==> config.mk <==
export PLATFORM = sky130hd
export DESIGN_NAME = fp_mac_sequencer
export DESIGN_NICKNAME = d
export VERILOG_FILES = /design/src/rtl/fp_mac_pkg.sv /design/src/rtl/mac_lat_counter.sv /design/src/rtl/fp_mac_sequencer.sv
export SDC_FILE = /design/constraint.sdc
export NUM_CORES = 1
export LEC_CHECK = 0
export ABC_AREA = 1
export ABC_CLOCK_PERIOD_IN_PS = 2050
export CORE_MARGIN = 2
export CORE_UTILIZATION = 33
export CTS_CLUSTER_DIAMETER = 150
export DETAILED_ROUTE_END_ITERATION = 7
export PLACE_DENSITY = 0.54
export RECOVER_POWER = 50
export SETUP_SLACK_MARGIN = 0.02
export SLEW_MARGIN = 20
export SYNTH_ARGS = -nofsm -noshare
export SYNTH_HDL_FRONTEND = slang
export SYNTH_SLANG_ARGS = --single-unit
==> constraint.sdc <==
create_clock -name clock -period 2.05 [get_ports clock]
set_input_delay 0.41 -clock clock [delete_from_list [all_inputs] [get_ports clock]]
set_output_delay 0.41 -clock clock [all_outputs]
set_load 0.05 [all_outputs]
==> src/rtl/fp_mac_pkg.sv <==
// Shared definitions for the floating-point MAC job sequencer: state encoding,
// datapath latency default and field widths.
package fp_mac_pkg;

  localparam int PIPE_LAT_DEFAULT = 3;
  localparam int LAT_W            = 4;   // holds PIPE_LAT-1 for PIPE_LAT up to 15
  localparam int LEN_W            = 8;

  typedef enum logic [2:0] {
    ST_IDLE   = 3'd0,
    ST_CLEAR  = 3'd1,
    ST_ISSUE  = 3'd2,
    ST_WAIT   = 3'd3,
    ST_RESULT = 3'd4
  } state_t;

endpackage

==> src/rtl/mac_lat_counter.sv <==
// Latency down-counter: loads the remaining writeback latency on each issue,
// counts down while the sequencer waits, and flags zero.
module mac_lat_counter
  import fp_mac_pkg::*;
(
  input  logic             clock,
  input  logic             reset,
  input  logic             i_load,
  input  logic [LAT_W-1:0] i_load_val,
  input  logic             i_dec,
  output logic             o_zero
);

  logic [LAT_W-1:0] r_cnt;

  // NOTE: sequential state uses non-blocking assignments so every register
  // samples pre-edge values regardless of process ordering.
  always_ff @(posedge clock) begin
    if (reset)
      r_cnt <= '0;
    else if (i_load)
      r_cnt <= i_load_val;
    else if (i_dec && (r_cnt != '0))
      r_cnt <= r_cnt - 1'b1;
  end

  assign o_zero = (r_cnt == '0);

endmodule

==> src/rtl/fp_mac_sequencer.sv <==
// Job controller for a pipelined MAC datapath: clears the accumulator, issues
// one operand pair per PIPE_LAT+1 cycles, and holds the result until consumed.
module fp_mac_sequencer
  import fp_mac_pkg::*;
#(
  parameter int PIPE_LAT = PIPE_LAT_DEFAULT
) (
  input  logic             clock,
  input  logic             reset,
  input  logic             start,
  input  logic [LEN_W-1:0] len,
  input  logic             abort,
  input  logic             op_valid,
  output logic             op_ready,
  output logic             dp_acc_clr,
  output logic             dp_issue,
  output logic             res_valid,
  input  logic             res_ready,
  output logic             busy,
  output logic [LEN_W-1:0] count
);

  state_t           r_state;
  state_t           w_next;
  logic [LEN_W-1:0] r_len;
  logic [LEN_W-1:0] r_count;
  logic             w_run;
  logic             w_fire;
  logic             w_lat_zero;

  // Reset and abort both kill this cycle's handshakes before the state changes.
  assign w_run  = !reset && !abort;
  assign w_fire = (r_state == ST_ISSUE) && op_valid && w_run;

  always_ff @(posedge clock) begin
    if (reset)
      r_state <= ST_IDLE;
    else
      r_state <= w_next;
  end

  // NOTE: each combinational process assigns defaults first so no path leaves
  // a signal unassigned, which would otherwise infer a latch.
  always_comb begin
    w_next = r_state;
    if (abort) begin
      w_next = ST_IDLE;
    end else begin
      case (r_state)
        ST_IDLE:   if (start) w_next = ST_CLEAR;
        ST_CLEAR:  w_next = (r_len == '0) ? ST_RESULT : ST_ISSUE;
        ST_ISSUE:  if (op_valid) w_next = ST_WAIT;
        ST_WAIT:   if (w_lat_zero) w_next = (r_count == r_len) ? ST_RESULT : ST_ISSUE;
        ST_RESULT: if (res_ready) w_next = ST_IDLE;
        default:   w_next = ST_IDLE;
      endcase
    end
  end

  always_comb begin
    op_ready   = 1'b0;
    dp_issue   = 1'b0;
    dp_acc_clr = 1'b0;
    res_valid  = 1'b0;
    case (r_state)
      ST_CLEAR:  dp_acc_clr = w_run;
      ST_ISSUE: begin
        op_ready = w_run;
        dp_issue = w_fire;
      end
      ST_RESULT: res_valid = w_run;
      default: ;
    endcase
  end

  always_ff @(posedge clock) begin
    if (reset) begin
      r_len   <= '0;
      r_count <= '0;
    end else if ((r_state == ST_IDLE) && start && !abort) begin
      r_len   <= len;
      r_count <= '0;
    end else if (w_fire && (r_count < r_len)) begin
      r_count <= r_count + 1'b1;
    end
  end

  mac_lat_counter u_lat (
    .clock      (clock),
    .reset      (reset),
    .i_load     (w_fire),
    .i_load_val (LAT_W'(PIPE_LAT - 1)),
    .i_dec      (r_state == ST_WAIT),
    .o_zero     (w_lat_zero)
  );

  assign busy  = (r_state != ST_IDLE);
  assign count = r_count;

endmodule
* Yosys cells after proc, flatten, opt, wreduce, memory -nomap -nowiden
Index checks and enable logic that the tools add are counted.
** Word-level totals
- Flip-flop bits (word level) :: 23
- Bits in latches :: 0
- Memory bits (writable) :: 0
- ROM bits :: 0
- Input port bits :: 14
- Logic and storage cells :: 49
- Memories kept :: 0
** Cells by class
- $add $sub $neg :: 2
- Multiply operators :: 0
- Divide/modulo/power cells :: 0
- Order comparisons :: 1
- Eq/ne operators :: 9
- Shift-type cells :: 0
- Muxes and demuxes :: 13
- Bitwise logic cells :: 0
- Reductions and logical operators :: 19
** Operators with widths (number)
- two-way mux 3 bit :: 6
- case mux 3 bit (5 select lines) :: 1
- adder 8 x 1 -> 8 bit, second input constant :: 1
- equality test 8 bit :: 1
- logical NOT 8 bit :: 1
- less-than comparator 8 bit :: 1
- inequality test 2 bit, second input constant :: 4
- logical AND 1 bit :: 7
- equality test 3 x 2 -> 1 bit, second input constant :: 2
- OR reduction 2 bit :: 3
- logical NOT 4 bit :: 1
- two-way mux 1 bit :: 4
- two-way mux 2 bit :: 2
- AND reduction 4 bit :: 1
- nonzero test 4 bit :: 1
- subtractor 4 x 1 -> 4 bit, second input constant :: 1
- equality test 3 x 1 -> 1 bit, second input constant :: 1
- equality test 3 bit, second input constant :: 1
- logical NOT 3 bit :: 1
- nonzero test 3 bit :: 1
- logical NOT 1 bit :: 2
- nonzero test 2 bit :: 1

* Logic depth before layout (Yosys ltp)
Gate-level depths: netlist (run 1).
- Depth in word-level cells :: 4
- Gate-level depth with buffers :: 12

* Modules after synthesis
From an unflattened synthesis (run 1), not the netlist that was laid out.
** Second synthesis, totals
- Cells, all modules :: 233
- Area, all modules :: 1517.7 µm²
** Modules (own cells, without submodules)
- fp_mac_sequencer :: instances 1, cells each 192, area an instance 1243.7 µm²
- mac_lat_counter :: instances 1, cells each 41, area an instance 274.0 µm²

* Worst setup path after synthesis (run 1)
No wires, ideal clock.
- Path type :: in2out
- Start point :: input port reset
- End point :: output port dp_acc_clr
- Data arrival time :: 2.075 ns
- Required time :: 1.640 ns
- Setup slack :: -0.435 ns
- Stages on the path :: 3
- Buffers on the path :: 0
- Cells stage by stage :: inv_2 -> nand2_2 -> nor4_1
** On the way
- Word-level cells in the longest chain between the ends :: 3
** RTL lines
- start: declaration :: RTL line fp_mac_sequencer.sv:9 : input logic reset,
- logical NOT 1 bit :: RTL line fp_mac_sequencer.sv:32 : assign w_run = !reset && !abort;
- logical AND 1 bit :: RTL line fp_mac_sequencer.sv:32
- two-way mux 1 bit :: RTL line fp_mac_sequencer.sv:65 : case (r_state)
- end: declaration :: RTL line fp_mac_sequencer.sv:15 : output logic dp_acc_clr,
No other way between the ends.

* Worst setup path in the final report (run 1)
Same ends and word-level chain as after synthesis.

==> metrics.cfg, run 1 <==
[power_and_ir_drop]
sequentialPowerShare=0.510
switching_share=0.282
power.internal_uw=657
cellLeakagePower_nw=0.786
power_density_mw_per_mm2=503
ir_drop_mv=0.191
p_clk_frac=0.321
switchingPower_uw=258
p_comb_frac=0.169

[clock_tree]
clk_path_buf_depth=2
clk_latency_ps=260
ctsRootBufferMaster=clkbuf_8
post_cts_buffers=0
cts_max_level=1
clk_pin_slew_worst_paths_ps=90
numCtsBuffers=3
postCtsHoldBufs=0
cts_tree=yes
cts_repair_resize_count=0
numClockSinks=23

[setup_path]
critPathKind=in -> out
cp_num_buf_inv=3
arrival_ps=1550
cp_top_family=buffers and inverters
slowest_stage=clkdlybuf4s50_1
worst_ep_required_time_ps=1640
r2r_slack_ps=370
critPathLaunchType=input port
path_cells=clkdlybuf4s50_1, inv_2, nand2_2, nor4_2, buf_12
slowest_delay_ps=450
crit_path_max_fanout=5
endpoint_kind=output pin

[sta]
min_period_ps=1960
max_freq_mhz=510
hold_violations=0
rsz0062_at_grt=no
setup-violations-final=0
fin_skew_ps=1.08
slew_headroom=0.607
fin_ws_ps=87.5
worst_hold_slack_ps=484
finalCritPeriodShare=0.957
finalSetupTns_ps=0
slew_viol_final=0
tightestPinTransition_ps=591

[place]
place_congestion=0.884
pre_cts_slack_ps=80.4
port_buffers=26
dpl.hpwl_um=2610

[layout]
final_common_cell=nand2_1
n_antenna_cell=0
fillers=447
drive_above_1_share=0.0921
fin_nets=264
layout_common_cells=nand2_1 (42), inv_1 (33), nor2_1 (23), dfxtp_1 (23), a21oi_1 (21)
area_delta_synth_final_pct=30.7

[floorplanning]
initial_core_util=0.346
ioPinCount=27
rows=23
die_area_sq_mm=0.00476
die_width_um=69.0
coreArea_sq_mm=0.00403
die_y_um=69.0

[global_routing]
grt_max_degree=16
grt_pass1_wl_um=5550
antenna_found_initial=0
grt_pass1_vias=1199
grt_use_total=0.157
grt-ovfl-total=0

[logic_synthesis]
synth_flop_cell=dfxtp_1
synth_area_sq_mm=0.00139
ys_ff_latch=23
async_flop_share=0
synth_nets=229
yosysUniqueCellTypes=25
synth_seq_area_share=0.331
syn_area_per_cell_sq_um=6.79
yosysWarnings=0
synth-edff-count=0
syn_inst=205

[detailed_routing]
antenna_left=0
route.detailed.drc=0
route.final.wire_length_um=3300
wl_per_cell_um=11.4
drt_iter0_drc=43
vias_per_cell=4.74
vias=1370
first_pass_iters=4

[hold_path]
hold_class=reg -> reg

[run]
maxCapViolations=0

[run_status]
status=complete, no violations

per-layer routing:
metal | up-vias | GRT usage | wire length, um
met4 | 0 | 0.0441 | 27
met1 | 605 | 0.238 | 1780
met2 | 20 | 0.226 | 1400
met3 | 2 | 0.0244 | 97
li1 | 743 | - | -
met5 | - | 0 | 0
Yosys cell counts (all sizes together) (3+ instances only):
| master | count | share of area |
|---|---|---|
| nand2 | 44 | 0.13 |
| nand4 | 10 | 0.045 |
| nand3 | 13 | 0.056 |
| a21oi | 21 | 0.075 |
| dfxtp | 23 | 0.33 |
| o21ai | 15 | 0.054 |
| nor3 | 3 | 0.022 |
| ha | 10 | 0.090 |
| inv | 34 | 0.092 |
| nor2 | 26 | 0.079 |
worst register-to-register path: stages (launching register included):
cell and delay, ps:
dfxtp_1 320, inv_1 80, ha_1 310, nand2_1 70, nor2_1 200, nand2_1 280
nand3_4 180, nand2_1 60, a21oi_1 130
power groups by stage:
stage | registers [mW] | clock network [mW] | logic, mW
6_report | 0.467 | 0.294 | 0.155
2_1_floorplan | 0.476 | 0 | 0.0988
5_1_grt | 0.469 | 0.329 | 0.178
3_5_place_dp | 0.478 | 0 | 0.158
3_3_place_gp | 0.478 | 0 | 0.157
4_1_cts | 0.467 | 0.307 | 0.159
stage by stage:
stage               utilization  cells  area [sq um]  total power [mW]
finish                    0.452    289          1820             0.916
global route              0.452    289          1820             0.975
CTS                       0.456    289          1840             0.933
detailed placement        0.445    285          1790             0.635
global placement          0.445    285          1790             0.634
floorplan                     -    205          1400             0.575
final timing paths:
check,start,to,cells after the start
setup / recovery,reset,dp_acc_clr,5
hold reg to reg,u_lat.r_cnt[2]$_SDFFE_PP0P_,u_lat.r_cnt[2]$_SDFFE_PP0P_,2
setup reg to reg,r_len[7]$_SDFFE_PP0P_,count[7]$_SDFFE_PP0P_,8
hold / removal,u_lat.r_cnt[2]$_SDFFE_PP0P_,u_lat.r_cnt[2]$_SDFFE_PP0P_,2
kinds of logic (layout without fill, tap and decap cells):
logic type,count (synthesis),count (layout),synth area share
adders and majority gates,10,10,0.0898
AOI/OAI and AO/OA,38,38,0.140
buffers and inverters,35,69,0.0952
xor gates and xnor gates,1,1,0.00629
and+or+nand+nor,98,98,0.338
DFF,23,23,0.331
layout make-up:
class | instances | area [sq um] | area share
Clock inverter | 1 | 5.00 | 0.00275
Timing Repair Buffer | 31 | 323 | 0.177
Multi-Input combinational cell | 147 | 801 | 0.440
Tap cell | 50 | 62.6 | 0.0344
Sequential cell | 23 | 460 | 0.253
Inverter | 34 | 128 | 0.0701
Clock buffer | 3 | 41.3 | 0.0227
state kept, by name (all words and copies together), names as in the netlist:
name	flops
count	8
r_len	8
r_state	3
u_lat.r_cnt	4
Power figures use the tool's default switching activity.
==> run 2: changes to the inputs <==
- ABC_CLOCK_PERIOD_IN_PS: 2050 -> 2400
- clock period: 2.05 -> 2.4 ns (I/O delays scaled with it)
==> metrics.cfg, run 2 (synthesis results as in run 1) <==
[power_and_ir_drop]
switching_share=0.280  ; -0.00179
p_total_uw=780  ; -15%
p_comb_frac=0.170  ; about the same
cellLeakagePower_nw=0.790  ; +0.42%
p_clk_frac=0.319  ; -0.002
switchingPower_uw=219  ; -15%
power_density_mw_per_mm2=430  ; -15%
sequentialPowerShare=0.512  ; +0.002
ir_drop_mv=0.293  ; +53%
power.internal_uw=561  ; -15%

[setup_path]
arrival_ps=1710  ; +160 ps
worst_ep_required_time_ps=1920  ; +280 ps
slowest_delay_ps=530  ; +80 ps
cp_top_family=buffers and inverters
path_cells=dlygate4sd3_1, inv_1, nand2_2, nor3_4, buf_12
critPathLaunchType=input port
critPathKind=in -> out
crit_path_max_fanout=7  ; +2
endpoint_kind=output pin
slowest_stage=dlygate4sd3_1
cp_num_buf_inv=3  ; unchanged

[floorplanning]
die_area_sq_mm=0.00476  ; unchanged
coreArea_sq_mm=0.00403  ; unchanged
rows=23  ; unchanged
initial_core_util=0.346  ; unchanged
die_width_um=69.0  ; unchanged
die_y_um=69.0  ; unchanged
ioPinCount=27  ; unchanged

[layout]
fin_nets=262  ; -0.76%
final_area_sq_mm=0.00182  ; -0.28%
n_antenna_cell=0  ; unchanged
multi_input_area_sq_um=801  ; unchanged
area_delta_synth_final_pct=30.4
drive_above_1_share=0.0759  ; -0.0161
layout_common_cells=nand2_1 (42), inv_1 (33), nor2_1 (23), dfxtp_1 (23), a21oi_1 (21)
final_common_cell=nand2_1
seqCellArea_sq_um=460  ; unchanged
fillers=441  ; -1.3%

[place]
place_congestion=0.851  ; -3.6%
place_area_sq_mm=0.00178  ; -0.70%
port_buffers=26  ; unchanged
pre_cts_slack_ps=299  ; +218 ps
dpl.hpwl_um=2620  ; +0.19%

[run_status]
status=complete, no violations

[detailed_routing]
drt_iter0_drc=57  ; +33%
first_pass_iters=4  ; unchanged
route.detailed.drc=0  ; unchanged
wl_per_cell_um=11.5  ; +0.48%
dr_wl_met2_um=1390  ; -0.64%
vias=1328  ; -3.1%
highest_layer=met4
wl_met1_um=1740  ; -1.9%
wl_met3_um=141  ; +45%
antenna_left=0  ; unchanged
route.final.wire_length_um=3300  ; -0.21%
vias_per_cell=4.63  ; -2.4%

[global_routing]
antenna_found_initial=0  ; unchanged
grt_pass1_wl_um=5500  ; -0.87%
grt_pass1_vias=1214  ; +1.3%
grt-ovfl-total=0  ; unchanged
grt_use_total=0.155  ; -0.00227
grt_max_degree=16  ; unchanged

[sta]
fin_skew_ps=7.10  ; +6.02 ps
rsz0062_at_grt=no
hold_violations=0  ; unchanged
finalCritPeriodShare=0.912
finalSetupTns_ps=0  ; unchanged
fin_ws_ps=210  ; +123 ps
slew_viol_final=0  ; unchanged
setup-violations-final=0  ; unchanged
min_period_ps=2190
slew_headroom=0.635  ; +0.0272
worst_hold_slack_ps=481  ; -2.64 ps
max_freq_mhz=457
tightestPinTransition_ps=548  ; -43.3 ps

[clock_tree]
ctsRootBufferMaster=clkbuf_8
clk_latency_ps=270  ; about the same
numClockSinks=23  ; unchanged
clk_path_buf_depth=2  ; unchanged
cts_tree=yes
clk_pin_slew_worst_paths_ps=90  ; about the same
cts_max_level=1  ; unchanged
post_cts_buffers=0  ; unchanged
numCtsBuffers=3  ; unchanged

[hold_path]
hold_class=reg -> reg

[run]
maxCapViolations=0  ; unchanged

[run 2: cell count changes in the layout (fill, tap and decap cells not counted), sizes merged]
cell,before,now
buf,8,5
clkbuf,6,5
dlygate4sd3,0,1
dlymetal6s2s,0,1
[run 2: layer usage]
metal / GRT usage / vias to the layer above
li1: - / 733
met1: 0.215 / 568
met2: 0.239 / 25
met3: 0.0390 / 2
met4: 0.0368 / 0
met5: 0 / -
[run 2: metrics by stage]
step | std cells | util
2_1_floorplan | 205 | -
3_3_place_gp | 283 | 0.442
3_5_place_dp | 283 | 0.442
4_1_cts | 287 | 0.453
5_1_grt | 287 | 0.451
6_report | 287 | 0.451
[run 2: cell type report]
type,instances,share of cell area
Multi-Input combinational cell,147,0.441
Clock inverter,1,0.00276
Tap cell,50,0.0345
Inverter,34,0.0703
Sequential cell,23,0.254
Timing Repair Buffer,29,0.175
Clock buffer,3,0.0227
[run 2: power by group through the flow]
| stage | Clock, mW | Combinational, mW | Sequential [mW] |
|---|---|---|---|
| finish | 0.249 | 0.132 | 0.399 |
| global route | 0.281 | 0.150 | 0.401 |
| CTS | 0.263 | 0.135 | 0.399 |
| detailed placement | 0 | 0.135 | 0.408 |
| global placement | 0 | 0.134 | 0.408 |
| floorplan | 0 | 0.0844 | 0.407 |
[run 2: worst register-to-register path, delay by kind of cell (launching register included)]
family | cells | cell delay (ps)
DFF | 1 | 320
adders and majority gates | 1 | 300
AOI/OAI and AO/OA | 1 | 150
and+or+nand+nor | 5 | 840
buffers and inverters | 1 | 80
[run 2: worst paths after layout]
kind	cells after the start	from	slack (ps)	to
max	5	abort	210	dp_issue
min	2	u_lat.r_cnt[2]$_SDFFE_PP0P_	480	u_lat.r_cnt[2]$_SDFFE_PP0P_
max reg2reg	8	r_len[7]$_SDFFE_PP0P_	660	count[7]$_SDFFE_PP0P_
min reg2reg	2	u_lat.r_cnt[2]$_SDFFE_PP0P_	480	u_lat.r_cnt[2]$_SDFFE_PP0P_
[run 2: repair_timing]
action | 4_1_cts | 5_1_grt
endpoints found under the hold margin | 0 | 0
setup endpoints to repair | 0 | 1
hold buffers | 0 | 0
gates resized for setup | 0 | 1
